==> src/rtl/mem_port_arbiter_pkg.sv <==
// Shared types for the I/D memory port arbiter: FSM states, owner tag, latched memory request.
// Field widths match the arbiter's default 32-bit address/data configuration.
package mem_port_arbiter_pkg;

  localparam int MP_ADDR_W = 32;
  localparam int MP_DATA_W = 32;
  localparam int MP_BE_W   = MP_DATA_W / 8;

  typedef enum logic [1:0] {
    IDLE  = 2'd0,
    ISSUE = 2'd1,
    WAIT  = 2'd2,
    RESP  = 2'd3
  } arb_state_t;

  typedef enum logic {
    OWN_I = 1'b0,
    OWN_D = 1'b1
  } owner_t;

  typedef struct packed {
    logic                 we;
    logic [MP_BE_W-1:0]   be;
    logic [MP_ADDR_W-1:0] addr;
    logic [MP_DATA_W-1:0] wdata;
  } mem_req_t;

endpackage

==> src/rtl/mem_port_arbiter_timeout_ctr.sv <==
// Watchdog for the WAIT state: counts while enabled, flags expiry at TIMEOUT-1.
// Zero latency on the flag (combinational compare); no backpressure, saturates at expiry.
module arb_timeout_ctr #(
  parameter int TIMEOUT = 64
) (
  input  logic CLOCK,
  input  logic RESET_N,
  input  logic clr,
  input  logic en,
  output logic expired
);

  localparam int CNT_W = $clog2(TIMEOUT);

  logic [CNT_W-1:0] cnt_q;

  assign expired = en && (cnt_q == CNT_W'(TIMEOUT - 1));

  always_ff @(posedge CLOCK or negedge RESET_N) begin
    if (!RESET_N) begin
      cnt_q <= '0;
    end else if (clr) begin
      cnt_q <= '0;
    end else if (en && !expired) begin
      cnt_q <= cnt_q + 1'b1;
    end
  end

endmodule

==> src/rtl/mem_port_arbiter.sv <==
// Arbitrates fetch (I) and load/store (D) onto one memory port, one transaction in flight.
// REQ->GNT same cycle, M_REQ next cycle, >=4 cycles/txn; ISSUE holds until M_GNT, WAIT bounded by watchdog.
module mem_port_arbiter
  import mem_port_arbiter_pkg::*;
#(
  parameter int ADDR_W    = MP_ADDR_W,
  parameter int DATA_W    = MP_DATA_W,
  parameter bit DATA_PRIO = 1'b1,
  parameter int TIMEOUT   = 64
) (
  input  logic                CLOCK,
  input  logic                RESET_N,
  input  logic                I_REQ,
  input  logic [ADDR_W-1:0]   I_ADDR,
  output logic                I_GNT,
  output logic                I_RVALID,
  output logic [DATA_W-1:0]   I_RDATA,
  output logic                I_ERR,
  input  logic                D_REQ,
  input  logic                D_WE,
  input  logic [DATA_W/8-1:0] D_BE,
  input  logic [ADDR_W-1:0]   D_ADDR,
  input  logic [DATA_W-1:0]   D_WDATA,
  output logic                D_GNT,
  output logic                D_RVALID,
  output logic [DATA_W-1:0]   D_RDATA,
  output logic                D_ERR,
  output logic                M_REQ,
  output logic                M_WE,
  output logic [DATA_W/8-1:0] M_BE,
  output logic [ADDR_W-1:0]   M_ADDR,
  output logic [DATA_W-1:0]   M_WDATA,
  input  logic                M_GNT,
  input  logic                M_RVALID,
  input  logic [DATA_W-1:0]   M_RDATA
);

  arb_state_t        state_q, state_d;
  owner_t            owner_q, last_owner_q, winner;
  mem_req_t          mreq_q, grant_req;
  logic [DATA_W-1:0] i_rdata_q, d_rdata_q, resp_data;
  logic              i_err_q, d_err_q, resp_err;
  logic              is_idle, any_gnt, resp_take, tmo_expired;

  arb_timeout_ctr #(
    .TIMEOUT (TIMEOUT)
  ) u_tmo (
    .CLOCK   (CLOCK),
    .RESET_N (RESET_N),
    .clr     (state_q != WAIT),
    .en      (state_q == WAIT),
    .expired (tmo_expired)
  );

  always_comb begin
    winner = OWN_I;
    if (D_REQ && !I_REQ) begin
      winner = OWN_D;
    end else if (D_REQ && I_REQ) begin
      winner = (DATA_PRIO || last_owner_q == OWN_I) ? OWN_D : OWN_I;
    end
  end

  // Reset is folded in so grants are also forced low while RESET_N is held.
  assign is_idle = (state_q == IDLE) && RESET_N;
  assign I_GNT   = is_idle && I_REQ && (winner == OWN_I);
  assign D_GNT   = is_idle && D_REQ && (winner == OWN_D);
  assign any_gnt = I_GNT || D_GNT;

  always_comb begin
    if (winner == OWN_D) begin
      grant_req = '{we: D_WE, be: D_BE, addr: D_ADDR, wdata: D_WDATA};
    end else begin
      grant_req = '{we: 1'b0, be: '1, addr: I_ADDR, wdata: '0};
    end
  end

  // A real response beats a coincident watchdog expiry.
  assign resp_take = (state_q == WAIT) && (M_RVALID || tmo_expired);
  assign resp_data = M_RVALID ? M_RDATA : '0;
  assign resp_err  = !M_RVALID;

  always_comb begin
    state_d = state_q;
    unique case (state_q)
      IDLE:  if (I_REQ || D_REQ) state_d = ISSUE;
      ISSUE: if (M_GNT)          state_d = WAIT;
      WAIT:  if (resp_take)      state_d = RESP;
      RESP:                      state_d = IDLE;
      default:                   state_d = IDLE;
    endcase
  end

  always_ff @(posedge CLOCK or negedge RESET_N) begin
    if (!RESET_N) begin
      state_q      <= IDLE;
      owner_q      <= OWN_I;
      last_owner_q <= OWN_D;
      mreq_q       <= '0;
      i_rdata_q    <= '0;
      i_err_q      <= 1'b0;
      d_rdata_q    <= '0;
      d_err_q      <= 1'b0;
    end else begin
      state_q <= state_d;
      if (any_gnt) begin
        owner_q      <= winner;
        last_owner_q <= winner;
        mreq_q       <= grant_req;
      end
      if (resp_take) begin
        if (owner_q == OWN_I) begin
          i_rdata_q <= resp_data;
          i_err_q   <= resp_err;
        end else begin
          // Store acks carry no data back to the LSU.
          d_rdata_q <= mreq_q.we ? '0 : resp_data;
          d_err_q   <= resp_err;
        end
      end
    end
  end

  assign M_REQ    = (state_q == ISSUE);
  assign M_WE     = mreq_q.we;
  assign M_BE     = mreq_q.be;
  assign M_ADDR   = mreq_q.addr;
  assign M_WDATA  = mreq_q.wdata;

  assign I_RVALID = (state_q == RESP) && (owner_q == OWN_I);
  assign D_RVALID = (state_q == RESP) && (owner_q == OWN_D);
  assign I_RDATA  = i_rdata_q;
  assign I_ERR    = i_err_q;
  assign D_RDATA  = d_rdata_q;
  assign D_ERR    = d_err_q;

endmodule

==> config.mk <==
export PLATFORM = sky130hd
export DESIGN_NAME = mem_port_arbiter
export DESIGN_NICKNAME = d
export VERILOG_FILES = /design/src/rtl/mem_port_arbiter_pkg.sv /design/src/rtl/mem_port_arbiter_timeout_ctr.sv /design/src/rtl/mem_port_arbiter.sv
export SDC_FILE = /design/constraint.sdc
export NUM_CORES = 1
export LEC_CHECK = 0
export ABC_AREA = 1
export CAP_MARGIN = 5
export CORE_MARGIN = 8
export CORE_UTILIZATION = 44
export CTS_BUF_LIST = sky130_fd_sc_hd__clkbuf_8
export CTS_CLUSTER_SIZE = 16
export DETAILED_ROUTE_END_ITERATION = 8
export MAX_ROUTING_LAYER = met4
export PLACE_DENSITY = 0.8
export SLEW_MARGIN = 5
export SYNTH_ARGS = -nofsm -noshare
export SYNTH_HDL_FRONTEND = slang
export SYNTH_SLANG_ARGS = --single-unit
==> constraint.sdc <==
create_clock -name CLOCK -period 1.7 [get_ports CLOCK]
set_input_delay 0.17 -clock CLOCK [delete_from_list [all_inputs] [get_ports CLOCK]]
set_output_delay 0.17 -clock CLOCK [all_outputs]
set_load 0.02 [all_outputs]
# Word level (Yosys, flattened, before mapping)
# Cells that the tools add are included.
# totals
regBits,144
latchBits,0
ram_bits,0
romBits,0
output_inout_bits,140
word_cells,56
mem_count,0
# classes
n_addsub,1
mul,0
n_div,0
order_cmp,0
eq_ne,8
shifts,0
n_mux,11
n_bitwise,2
n_reduce_logical,23
# op_table
cell,count
69-bit 2-to-1 mux,1
32-bit 2-to-1 mux,2
1-bit logical AND,12
6-bit 2-to-1 mux,2
2-bit one-hot mux with 4 select lines,1
"6-bit by 1-bit adder with 6-bit output, second input constant",1
"6-bit equality test, second input constant",1
2-bit 2-to-1 mux,3
"2-bit equality test, second input constant",2
"2-bit by 1-bit inequality test with 1-bit output, second input constant",2
"2-bit inequality test, second input constant",2
2-bit AND reduction,2
1-bit zero test,3
1-bit logical OR,3
3-bit AND reduction,1
"2-bit by 1-bit equality test with 1-bit output, second input constant",1
2-bit zero test,1
1-bit 2-to-1 mux,2
1-bit NOT,2
2-bit nonzero test,1

# Longest topological paths before layout
# Gate-level depths: netlist (run 1).
# depth
depth_word,6
ltp_mapped,9
depth_no_buf,8

# Modules after synthesis
# A second synthesis (run 1) with hierarchy kept.
# hier_totals
hier_cells,743
area_unflattened_um2,6381.1
# by_module_without_submodules
module,instances,cells_per_inst,area_per_inst_um2,seq_area_each_um2
mem_port_arbiter,1,689,5977.0,3453.3
arb_timeout_ctr,1,54,404.1,150.1

# Worst setup path before layout (run 1)
# Ideal clock, no wire load.
# synth_timing
path_type,reg2reg
from,reg state_q[0]
to,"reg mreq_q, in the netlist M_ADDR[14]"
setup_time_ns,0.119
t_arrival_ns,1.374
required_time_ns,1.581
path_slack_ns,0.208
path_stages_with_launch,9
period_less_slack_ns,1.492
cell_sequence,dfrtp_1 inv_1 ha_1 nand3_1 nand2_2 buf_6 buf_4 o21ai_1 o21a_1
# synth_between
elab_chain_len,5
# synth_lines
item,line_no,rtl
"start, declared",mem_port_arbiter.sv:38,"arb_state_t state_q, state_d;"
"start signal, assigned",mem_port_arbiter.sv:105,state_q <= state_d;
2-bit zero test *,mem_port_arbiter.sv:65,assign is_idle = (state_q == IDLE) && RESET_N;
1-bit logical AND *,mem_port_arbiter.sv:65,
1-bit logical AND (on tied branches) (2 in series),"mem_port_arbiter.sv:66, mem_port_arbiter.sv:67",
1-bit logical OR *,mem_port_arbiter.sv:68,assign any_gnt = I_GNT || D_GNT;
"end signal, assigned",mem_port_arbiter.sv:109,mreq_q <= grant_req;
"end, declared",mem_port_arbiter.sv:40,"mem_req_t mreq_q, grant_req;"
# Every way passes the cells marked *; elsewhere a longest branch is shown, timed or not.
# A chain may end at the register's enable or synchronous reset.

# Final worst setup path (run 1)
# layout_timing
from,reg d_rdata_q[28] (netlist: D_RDATA[28])
to,out D_RDATA[28]
# layout_lines
item,line_no,rtl
"start, declared",mem_port_arbiter.sv:41,"logic [DATA_W-1:0] i_rdata_q, d_rdata_q, resp_data;"
"start signal, assigned",mem_port_arbiter.sv:117,d_rdata_q <= mreq_q.we ? '0 : resp_data;
"end, declared",mem_port_arbiter.sv:26,"output logic [DATA_W-1:0] D_RDATA,"
# No word-level cell between the ends.

==> reports/results.txt, run 1 <==
Clk buf depth - 2
Status - finished, final reports clean
Proportion of synthesized area in mux cells - 0%
Sequential Area - 0.00360 mm^2
Height of the chip - 138 um
Remaining Overflow, GRT - 0
Maximum number of pins on one net before global-route repair - 140
P_leak - 4.65 nW
PortBufs - 278
Post-synth EDFFs - 0
Max-cap violations - 0
Hold Crit Class - input port to async pin
H-tree Lvls - 4
Fin crit period - 1.65 ns
Vias per inst - 5.14
TritonCTS clock tree - built
Io pins - 279
Antenna violations before repair - 0
Vias in the first global route - 6203
Starting density of the core - 45.0%
Skew-Pair Late Insertion Delay - 0.46 ns
RSZ-0062 raised after global routing - no
Die area - 0.0190 mm^2
GPL Wtd Cong - 0.822
Post-synth net total - 905
Core area - 0.0145 mm^2
First-pass GRT wire length - 33.0 mm
Synth Area in Compound Gates - 8.06%
Synth warn - 0
Least-Margin Pin Slew - 0.781 ns
VDD IR max - 0.000919 V
Die X - 138 um
Dominant synthesized flop cell - dfrtp_1
Final Hold Viols - 0
DRC violations left - 0
Drt wl/cell - 17.9 um
Worst setup SP type - flip-flop
Main combinational cell family by area after synthesis - simple AND/OR/NAND/NOR gates
Path type of the worst setup path - flip-flop to output port
Worst-path clk slew - 0.09 ns
Initial DRC Count - 349
CP peak stage delay - 0.65 ns
# diodes - 0
CP max FO - 2
Drt pass-1 iters - 7
Peak Freq - 606 MHz
Avg Inst Size Synth - 8.58 um^2
Pwr Total - 18.0 mW
Synth Area in Adders - 1.15%
Final wirelength - 22.0 mm
CP arrival - 1.48 ns
DPL Wire Length - 15.7 mm
Crit path launch - D_RDATA[28]
Sequential-to-total area share from yosys stat - 55.3%
FF-to-FF Start - u_tmo.cnt_q[0]
Via count - 6310
Endpoints failing setup - 0
Placed cells - 1191
CTS sink cnt - 144
Simple-gate share of the synthesized area - 29.4%
Crit-path leading delay family - buffers and inverters
Worst slew margin - 47.9%
Filler Cell Count - 1140
Pins Over Slew Limit - 0
CP endpoint kind - output port
GRT Util Overall - 23.6%
Crit-path slowest cell - clkdlybuf4s50_1
WP data required - 1.53 ns
Non-Filler Instances - 1227
Final instance area - 0.00998 mm^2
# rows - 44
Multi-input gate area - 0.00262 mm^2
Depth of the worst register-to-register path - 8
Area delta synth->final - 53.1%
Flops & latches, synth - 144
Post-Syn Area - 0.00652 mm^2
Asr flop ratio synth - 100%
Buf/Inv on CP - 1
XOR/XNOR Fraction of Synth Area - 0.134%
Reg-to-reg endpoint - D_RDATA[22]
Root Buffer Master - clkbuf_8
Critical path cell sequence - clkdlybuf4s50_1
Period Utilization, post-route - 97.1%
Antenna Nets Post-Route - 0
Nets - 1175
Reg2Reg Setup Slack - 0.13 ns
Total CTS buffers - 17
Post-Syn Instances - 760
Placed Area - 0.00944 mm^2
Final Util - 68.9%
Power per cell area - 1810 mW/mm^2
Ratio of cells with drive above 1 in the final layout - 7.86%
Skew final - 0.0131 ns
Unique cell type count in the Yosys netlist - 28
-- sequential cells by signal (all words and copies together) (netlist names) --
signal and count:
M_WDATA 32, M_BE 4, I_RDATA 32, M_ADDR 32, state_q 2, M_WE 1, D_ERR 1, owner_q 1
u_tmo.cnt_q 6, I_ERR 1, D_RDATA 32
-- synth_stat cells, types with 10 or more instances --
cell type | instances | share of area [%]
inv_1 | 14 | 0.81
nand3_1 | 65 | 5.0
o21ai_1 | 10 | 0.77
o21ai_0 | 27 | 2.1
o21a_1 | 32 | 3.7
nand4_1 | 32 | 3.1
dfrtp_1 | 144 | 55
nand2_1 | 239 | 14
buf_2 | 11 | 0.84
nor2_1 | 108 | 6.2
clkbuf_1 | 23 | 1.3
-- power breakdown --
group	switching [mW]	internal [mW]
Clock	1.42	1.56
Sequential	0.887	4.98
Combinational	5.08	4.09
-- per-layer routing --
layer  share of wire [%]  vias up  global-route usage, %  routed length, um
met5                   0        -                      -                  0
met2                  48      284                   36.1              10500
met4                 2.4        0                   9.13                519
met1                  40     2971                   28.4               8790
li1                    -     3019                      -                  -
met3                  10       36                   7.70               2230
-- area by class of cell --
| class | instances | share of cell area [%] |
|---|---|---|
| Inverter | 17 | 0.665 |
| Tap cell | 184 | 2.31 |
| Clock inverter | 13 | 1.77 |
| Clock buffer | 19 | 2.62 |
| Timing Repair Buffer | 304 | 30.3 |
| Multi-Input combinational cell | 546 | 26.2 |
| Sequential cell | 144 | 36.1 |
-- cells in the final DEF, fill, tap and decap left out, drive strengths merged --
cell	instances
buf	32
clkbuf	19
o22a	4
xor2	1
dlygate4sd3	1
nand4	33
nand3	66
o21ai	37
nor2	109
dlymetal6s2s	3
dlygate4sd2	5
inv	20
bufinv	3
a22oi	1
ha	6
clkdlybuf4s50	263
clkinvlp	3
dfrtp	144
clkinv	4
or2	1
a31oi	2
a21oi	9
nand2	245
o21a	32
-- cells by family after synthesis --
group	Yosys count
xor+xnor	1
simple gates	452
buf+inv	72
compound gates	85
flops	144
fa+ha+maj	6
-- worst max-delay path by stage --
stage / to / slack [ns] / cells after the start
finish: D_RDATA[28] / 0.05 / 1
global route: D_RDATA[23] / 0.002 / 1
CTS: I_GNT / 0.0003 / 5
detailed placement: D_GNT / -0.15 / 4
global placement: D_GNT / -0.14 / 4
floorplan: M_ADDR[14] / 0.21 / 8
-- stage by stage --
step                setup WS (ns)  TNS (ns)  hold slack [ns]
floorplan                   0.208         0           -0.126
global placement           -0.136    -0.258         -0.00155
detailed placement         -0.153     -3.94        -0.000506
CTS                      0.000292         0           0.0605
global route              0.00240         0           0.0881
finish                     0.0499         0           0.0967
-- timing repair --
item / 4_1_cts / 5_1_grt
pin swaps: 0 / 3
cloned: 0 / 2
hold endpoints to repair: 144 / 0
endpoints found under the setup margin: 76 / 78
resized for setup: 38 / 11
setup buffers: 0 / 1
hold buffers: 1 / 0
Note: power is estimated with default switching activity, not from simulation.
==> inputs of run 2 (changes only) <==
--- a/config.mk
+++ b/config.mk
@@ -13,7 +13,7 @@
 export CTS_CLUSTER_SIZE = 16
 export DETAILED_ROUTE_END_ITERATION = 8
 export MAX_ROUTING_LAYER = met4
-export PLACE_DENSITY = 0.8
+export PLACE_DENSITY = 0.83
 export SLEW_MARGIN = 5
 export SYNTH_ARGS = -nofsm -noshare
 export SYNTH_HDL_FRONTEND = slang
==> reports/results.txt, run 2 (synthesis results as in run 1) <==
Die X - 138 um (unchanged)
H-tree Lvls - 4 (unchanged)
Clock power share - 15.8% (-0.8 points)
Peak Freq - 601 MHz (-0.84%)
TritonCTS clock tree - built
WP data required - 1.53 ns (about the same)
Hold Crit Class - input port to flip-flop
Worst-path clk slew - 0.08 ns (about the same)
Pins Over Slew Limit - 0 (unchanged)
Max-cap violations - 0 (unchanged)
CTS sink cnt - 144 (unchanged)
Switching Fraction - 40.6% (-0.42 points)
Initial DRC Count - 445 (+28%)
Least-Margin Pin Slew - 0.785 ns (+0.00408 ns)
Vias in the first global route - 6274 (+1.1%)
Final Util - 69.7% (+0.84 points)
Worst setup SP type - flip-flop
Final wirelength - 22.2 mm (+0.99%)
# rows - 44 (unchanged)
Status - finished, final reports clean
Antenna Nets Post-Route - 0 (unchanged)
Period Utilization, post-route - 97.9% (+0.82 points)
Crit-path leading delay family - buffers and inverters
Skew final - 0.00946 ns (-0.00365 ns)
Combinational Power Share - 51.5% (+0.6 points)
GRT Util Overall - 23.4% (-0.21 points)
Multi-input gate area - 0.00266 mm^2 (+1.6%)
# diodes - 0 (unchanged)
Path type of the worst setup path - flip-flop to output port
RSZ-0062 raised after global routing - yes
Via count - 6243 (-1.1%)
Drt pass-1 iters - 4 (-3)
Height of the chip - 138 um (unchanged)
Nets - 1183 (+0.68%)
Antenna violations before repair - 0 (unchanged)
Area delta synth->final - 54.9%
First-pass GRT wire length - 33.1 mm (+0.36%)
Sequential Area - 0.00360 mm^2 (unchanged)
CP peak stage delay - 0.70 ns (+0.05 ns)
Endpoints failing setup - 0 (unchanged)
Vias per inst - 5.06 (-1.6%)
Die area - 0.0190 mm^2 (unchanged)
DRC violations left - 0 (unchanged)
Hold Slack - 0.0757 ns (-0.0211 ns)
CP max FO - 2 (unchanged)
Filler Cell Count - 1134 (-0.53%)
Buf/Inv on CP - 1 (unchanged)
Final instance area - 0.0101 mm^2 (+1.2%)
Remaining Overflow, GRT - 0 (unchanged)
Placed Area - 0.00947 mm^2 (+0.37%)
GPL Wtd Cong - 0.825 (+0.34%)
Drt wl/cell - 18.0 um (+0.42%)
Clk buf depth - 2 (unchanged)
Most frequent cells in the layout - clkdlybuf4s50_1, nand2_1, dfrtp_1, nor2_1, nand3_1
Hold depth - 3
Worst slew margin - 47.7% (-0.27 points)
Core area - 0.0145 mm^2 (unchanged)
Fin crit period - 1.66 ns (+0.0140 ns)
Critical path cell sequence - clkdlybuf4s50_1
CP arrival - 1.49 ns (about the same)
Total CTS buffers - 17 (unchanged)
Root Buffer Master - clkbuf_8
Power per cell area - 1790 mW/mm^2 (-1.0%)
Maximum number of pins on one net before global-route repair - 145 (+3.6%)
Critical Path Stages - 1 (unchanged)
Starting density of the core - 45.0% (unchanged)
PortBufs - 278 (unchanged)
Total negative setup slack - 0 ns (unchanged)
Depth of the worst register-to-register path - 8 (unchanged)
Skew-Pair Late Insertion Delay - 0.44 ns (-0.02 ns)
Final Hold Viols - 0 (unchanged)
Flop pwr share - 32.7% (about the same)
P_leak - 4.68 nW (+0.64%)
Internal Power - 10.7 mW (+0.88%)
Commonest non-fill, non-tap cell in the layout - clkdlybuf4s50_1
Switch Pwr - 7.33 mW (-0.85%)
Io pins - 279 (unchanged)
DPL Wire Length - 15.5 mm (-1.4%)
VDD IR max - 0.00105 V (+14%)
Ratio of cells with drive above 1 in the final layout - 8.48% (+0.61 points)
Crit-path slowest cell - clkdlybuf4s50_1
CP endpoint kind - output port
==> run 2: metrics by stage <==
| step | setup WS, ns | power [mW] | instances |
|---|---|---|---|
| after floorplan | 0.208 | 10.4 | 760 |
| after CTS | -0.0282 | 17.9 | 1226 |
| after detailed placement | -0.216 | 15.0 | 1194 |
| final | 0.0359 | 18.1 | 1234 |
| after global placement | -0.213 | 14.8 | 1194 |
| after global routing | -0.0200 | 19.1 | 1234 |
==> run 2: area by class of cell <==
type	count	share of cell area (%)
flip-flops and latches	144	35.7
repair buffers	311	30.9
multi-input cells	547	26.3
clock buffers	20	2.73
well taps	184	2.28
clock inverters	11	1.38
inverters	17	0.682
==> run 2: final timing paths <==
kind / from / slack, ns / end
worst min-delay path: M_RVALID / 0.08 / I_RDATA[1]
worst min register to register: D_RDATA[25] / 0.47 / D_RDATA[25]
min in group asynchronous: RESET_N / 0.45 / I_RDATA[6]
worst max-delay path: I_RDATA[23] / 0.04 / I_RDATA[23]
worst max register to register: state_q[0] / 0.10 / state_q[1]
max in group asynchronous: RESET_N / 0.65 / state_q[1]
==> run 2: power groups by stage <==
stage	sequential (mW)	combinational [mW]	clock (mW)
6_report	5.91	9.30	2.85
5_1_grt	6.12	9.94	3.03
4_1_cts	5.90	9.14	2.89
3_5_place_dp	5.93	9.08	0
3_3_place_gp	5.88	8.97	0
2_1_floorplan	7.71	2.65	0
==> run 2: repair_timing <==
item	in CTS	in global routing
hold endpoints to repair	144	0
hold buffers	1	0
gates cloned	0	5
endpoints found under the setup margin	111	117
buffers inserted	0	3
pin swaps	1	2
gates resized for setup	31	20
==> run 2: layer usage <==
layer / global-route usage, % / vias to the layer above / part of all wire, %
li1: - / 3027 / -
met1: 28.1 / 2935 / 41
met2: 37.1 / 261 / 48
met3: 7.44 / 20 / 9.5
met4: 6.57 / 0 / 1.3
met5: - / - / 0
==> inputs of run 3 (changes only) <==
--- a/config.mk
+++ b/config.mk
@@ -8,12 +8,12 @@
 export ABC_AREA = 1
 export CAP_MARGIN = 5
 export CORE_MARGIN = 8
-export CORE_UTILIZATION = 44
+export CORE_UTILIZATION = 35
 export CTS_BUF_LIST = sky130_fd_sc_hd__clkbuf_8
 export CTS_CLUSTER_SIZE = 16
 export DETAILED_ROUTE_END_ITERATION = 8
 export MAX_ROUTING_LAYER = met4
-export PLACE_DENSITY = 0.83
+export PLACE_DENSITY = 0.68
 export SLEW_MARGIN = 5
 export SYNTH_ARGS = -nofsm -noshare
 export SYNTH_HDL_FRONTEND = slang
==> reports/results.txt, run 3 (synthesis results as in run 1) <==
Sequential Area - 0.00360 mm^2 (unchanged)
Placed cells - 1250 (+4.7%)
Met3 Usage GRT - 7.60% (+0.16 points)
Flop pwr share - 32.6% (about the same)
GPL Wtd Cong - 0.799 (-3.1%)
Total negative setup slack - 0 ns (unchanged)
CP arrival - 1.46 ns (-0.03 ns)
Depth of the worst register-to-register path - 8 (unchanged)
Combinational Power Share - 51.6% (about the same)
Hold depth - 4 (+1)
Power per cell area - 1780 mW/mm^2 (-0.52%)
Most frequent cells in the layout - clkdlybuf4s50_1, nand2_1, dfrtp_1, nor2_1, nand3_1
Max-cap violations - 0 (unchanged)
Hold Path End - D_ERR
Post-CTS setup buffer count - 0 (unchanged)
Via count - 6326 (+1.3%)
Drt wl/cell - 17.3 um (-3.9%)
Path type of the worst setup path - flip-flop to output port
GRT Util Overall - 19.2% (-4.1 points)
H-tree Lvls - 4 (unchanged)
CP peak stage delay - 0.68 ns (-0.02 ns)
Skew final - 0.0147 ns (+0.00519 ns)
VDD IR max - 0.000821 V (-22%)
DRC violations left - 0 (unchanged)
First-pass GRT wire length - 34.8 mm (+5.2%)
# rows - 50 (+14%)
Pins Over Slew Limit - 0 (unchanged)
Status - finished, final reports clean
Internal Power - 10.6 mW (-1.6%)
Io pins - 279 (unchanged)
Antenna Nets Post-Route - 0 (unchanged)
Total CTS buffers - 17 (unchanged)
Initial DRC Count - 329 (-26%)
Starting density of the core - 35.2% (-9.8 points)
Remaining Overflow, GRT - 0 (unchanged)
Least-Margin Pin Slew - 0.682 ns (-0.103 ns)
Reg-to-reg endpoint - D_RDATA[13]
Reg2Reg Setup Slack - 0.11 ns (about the same)
CP max FO - 2 (unchanged)
Critical path cell sequence - clkdlybuf4s50_1
Antenna violations before repair - 2 (+2)
Worst Hold Launch - M_RVALID
DPL Wire Length - 15.6 mm (+0.43%)
FF-to-FF Start - state_q[0]
Fin crit period - 1.63 ns (-0.0302 ns)
WP data required - 1.53 ns (about the same)
TritonCTS clock tree - built
GR Util met2 - 29.3% (-7.9 points)
Commonest non-fill, non-tap cell in the layout - clkdlybuf4s50_1
Switch Pwr - 7.47 mW (+1.9%)
CP endpoint kind - output port
Height of the chip - 152 um (+11%)
Skew-Pair Late Insertion Delay - 0.45 ns (about the same)
Peak Freq - 612 MHz (+1.8%)
Ratio of cells with drive above 1 in the final layout - 8.75% (+0.28 points)
Nets - 1184 (+0.085%)
Drt pass-1 iters - 5 (+1)
Worst-path clk slew - 0.08 ns (about the same)
Clk buf depth - 2 (unchanged)
Final Hold Viols - 0 (unchanged)
Vias in the first global route - 6368 (+1.5%)
Switching Fraction - 41.4% (+0.85 points)
Global routing's busiest layer - met2
Maximum number of pins on one net before global-route repair - 124 (-14%)
Period Utilization, post-route - 96.1% (-1.8 points)
Non-Filler Instances - 1287 (+4.3%)
Multi-input gate area - 0.00263 mm^2 (-1.3%)
Buf/Inv on CP - 1 (unchanged)
Hold Crit Class - input port to flip-flop
PortBufs - 278 (unchanged)
GR Layer Usage met1 - 24.0% (-4.2 points)
Final wirelength - 22.3 mm (+0.27%)
Root Buffer Master - clkbuf_8
Worst setup SP type - flip-flop
RSZ-0062 raised after global routing - yes
P_leak - 4.69 nW (+0.32%)
Area delta synth->final - 55.5%
Vias per inst - 4.92 (-2.8%)
Crit-path slowest cell - clkdlybuf4s50_1
CTS sink cnt - 144 (unchanged)
Clock power share - 15.8% (about the same)
Filler Cell Count - 1763 (+55%)
Crit-path leading delay family - buffers and inverters
Worst slew margin - 54.5% (+6.8 points)
Die area - 0.0232 mm^2 (+23%)
Die X - 152 um (+11%)
Core area - 0.0185 mm^2 (+28%)
Endpoints failing setup - 0 (unchanged)
[run 3: changes by cell type in the layout (fill, tap and decap cells not counted), sizes merged, moves of 2 or more]
| cell | delta |
|---|---|
| diode | +2 |
| buf | +5 |
| inv | +4 |
| dlymetal6s2s | +4 |
| clkbuf | -5 |
| clkdlybuf4s50 | -4 |
[run 3: per-stage QoR]
| step | instance area [um^2] | setup WS (ns) | util [%] | total power, mW | hold WS [ns] |
|---|---|---|---|---|---|
| final | 10100 | 0.0661 | 54.7 | 18.0 | 0.101 |
| after global routing | 10100 | -0.0121 | 54.7 | 19.2 | 0.0827 |
| after CTS | 9990 | -0.0480 | 54.0 | 18.0 | 0.0541 |
| after detailed placement | 9590 | -0.0608 | 51.8 | 15.1 | 0.240 |
| after global placement | 9590 | -0.0423 | 51.8 | 15.0 | 0.240 |
| after floorplan | 6520 | 0.208 | - | 10.4 | -0.126 |
[run 3: worst max path at each step]
| stage | from | to | slack, ns | depth (start not counted) |
|---|---|---|---|---|
| 2_1_floorplan | state_q[0] | M_ADDR[14] | 0.21 | 8 |
| 3_3_place_gp | state_q[0] | D_GNT | -0.04 | 5 |
| 3_5_place_dp | state_q[1] | D_GNT | -0.06 | 5 |
| 4_1_cts | state_q[0] | I_RDATA[30] | -0.05 | 8 |
| 5_1_grt | state_q[1] | D_RVALID | -0.01 | 5 |
| 6_report | M_WE | M_WE | 0.07 | 1 |
[run 3: routing by layer]
metal / up-vias / part of all wire [%]
li1: 3036 / -
met1: 2992 / 44
met2: 288 / 46
met3: 10 / 9.3
met4: 0 / 0.69
met5: - / 0
[run 3: layout make-up]
class	instances	share of cell area (%)
Timing Repair Buffer	313	30.9
Multi-Input combinational cell	546	25.9
Clock buffer	17	2.31
Inverter	17	0.692
Tap cell	234	2.89
Clock inverter	14	1.70
Sequential cell	144	35.6
Antenna cell	2	0.0494
[run 3: timing repair]
item / 4_1_cts / 5_1_grt
hold buffers: 1 / 0
gates resized for setup: 25 / 22
hold endpoints to repair: 144 / 0
setup endpoints to repair: 61 / 101
pin swaps: 0 / 3
cloned: 0 / 3
[run 3: worst register-to-register path: stages (launching register included)]
cell and delay, ns:
dfrtp_1 0.39, inv_2 0.09, buf_4 0.12, ha_2 0.25, nand3_4 0.13, nand2_8 0.19
buf_12 0.18, nand3_1 0.11, nand2_1 0.08
[run 3: power groups by stage]
stage          Sequential (mW)  Clock, mW  Combinational [mW]
2_1_floorplan             7.71          0                2.65
3_3_place_gp              5.87          0                9.12
3_5_place_dp              5.91          0                9.18
4_1_cts                   5.88       2.94                9.18
5_1_grt                   6.08       3.09                10.0
6_report                  5.88       2.85                9.30
==> RTL edit: new RTL, settings of run 1 <==
Change the package constant `MP_ADDR_W` from 32 to 64.
--- a/src/rtl/mem_port_arbiter_pkg.sv
+++ b/src/rtl/mem_port_arbiter_pkg.sv
@@ -4,3 +4,3 @@
 
-  localparam int MP_ADDR_W = 32;
+  localparam int MP_ADDR_W = 64;
   localparam int MP_DATA_W = 32;
Ports: changed (resized D_ADDR, I_ADDR and M_ADDR); port bits go from 279 to 375. No check against the original RTL was run, so the function may have changed too.
==> RTL edit against run 1 <==
Area after synthesis rose by 20%. Sequential share of layout area down 0.55 points. Worst setup slack worse by 2.7 ps. Via count up 19%. Sequential cell count rose by 32. Design area grew 24%. Wire length rose by 28%. Combinational power is 25% higher. Sequential power rose by 24%. Cell count grew 20%. Count of clock-buffer cells in the layout down 1. Total power up 20%. Critical endpoint is now M_WDATA[5]. Largest cell class unchanged. Largest power group unchanged.
==> RTL edit: results (changes against run 1) <==
| Metric | Value |
|---|---|
| Compound-Gate Fraction of Synth Area | 0.109 (+0.0286) |
| Multi-input combinational area share | 0.247 (-0.0150) |
| # clk buffers | 18 (-1) |
| Vias in the first global route | 7436 (+20%) |
| CTS clk-pin slew, worst paths | 110 ps (+20 ps) |
| Seq pwr | 7.25 mW (+24%) |
| Status | complete, no violations |
| Largest net degree at the start of global routing | 177 (+26%) |
| Routed len/inst | 19.2 um (+6.7%) |
| Worst Skew | 18.6 ps (+5.47 ps) |
| Worst Hold Margin | 211 ps (+114 ps) |
| Grt met3 use | 0.0828 (+0.00588) |
| R2R setup slack | 100 ps (-30 ps) |
| Plain + repair buffers | 408 (+34%) |
| ClkCell Share | 0.0304 (-0.0135) |
| Switching pwr | 8.97 mW (+21%) |
| Met3 WL post-DR | 2.64 mm (+19%) |
| Initial DRC count | 609 (+74%) |
| Adder-cell share of the synthesized area | 0.00962 (-0.00190) |
| Post-DP HPWL | 21.1 mm (+34%) |
| Layout non-clock buf frac | 0.337 (+0.0341) |
| FFs & Latches | 176 (+22%) |
| Pre-antenna DRT Iters | 5 (-2) |
| Initial antenna violation count | 3 (+3) |
| Worst min-delay path category | input port to flop |
| Inverters | 19 (+2) |
| Leakage power | 5.96 nW (+28%) |
| FF+latch area | 4410 um^2 (+22%) |
| Routed WL | 28.2 mm (+28%) |
| Final #Nets | 1443 (+23%) |
| M2 GR Usage | 0.414 (+0.0525) |
| Sequential fraction of the synthesis area | 0.564 (+0.0115) |
| Placer Congestion | 0.888 (+8.0%) |
| Met2 Wirelength | 14.0 mm (+33%) |
| Dpl ws | -72.6 ps (+80.7 ps) |
| Vias per cell | 5.11 (-0.66%) |
| Maximum clock rate | 0.605 GHz (-0.16%) |
| Synthesized Nets | 1082 (+20%) |
| # diodes | 3 (+3) |
| Comb_multi_in | 612 (+12%) |
| Netlist cell types | 27 (-3.6%) |
| Total GRT Usage | 0.254 (+0.0186) |
| GRT met1 Usage | 0.285 (+0.000667) |
| Comb power frac | 0.532 (+0.023) |
| Global-route wire length before repair | 42.3 mm (+28%) |
| Post-CTS setup buffers | 1 (+1) |
[RTL edit: worst paths after layout]
check | start | endpoint | cells after the start
max | M_WDATA[5] | M_WDATA[5] | 1
min | D_REQ | owner_q | 5
max reg2reg | state_q[1] | M_ADDR[20] | 9
min reg2reg | I_RDATA[29] | I_RDATA[29] | 2
max in group asynchronous | RESET_N | owner_q | 3
min in group asynchronous | RESET_N | M_ADDR[25] | 3
[RTL edit: worst min-delay path: cells and delay by family]
family	cells	cell delay [ps]
and+or+nand+nor	1	100
buffers and inverters	3	270
AOI/OAI and AO/OA	1	90
[RTL edit: per-stage QoR]
stage / power (mW) / utilization / instance area [um^2]
final: 21.6 / 0.716 / 12400
after floorplan: 12.6 / - / 7800
after detailed placement: 18.7 / 0.683 / 11800
after CTS: 21.6 / 0.707 / 12200
after global placement: 18.4 / 0.683 / 11800
after global routing: 22.7 / 0.716 / 12400
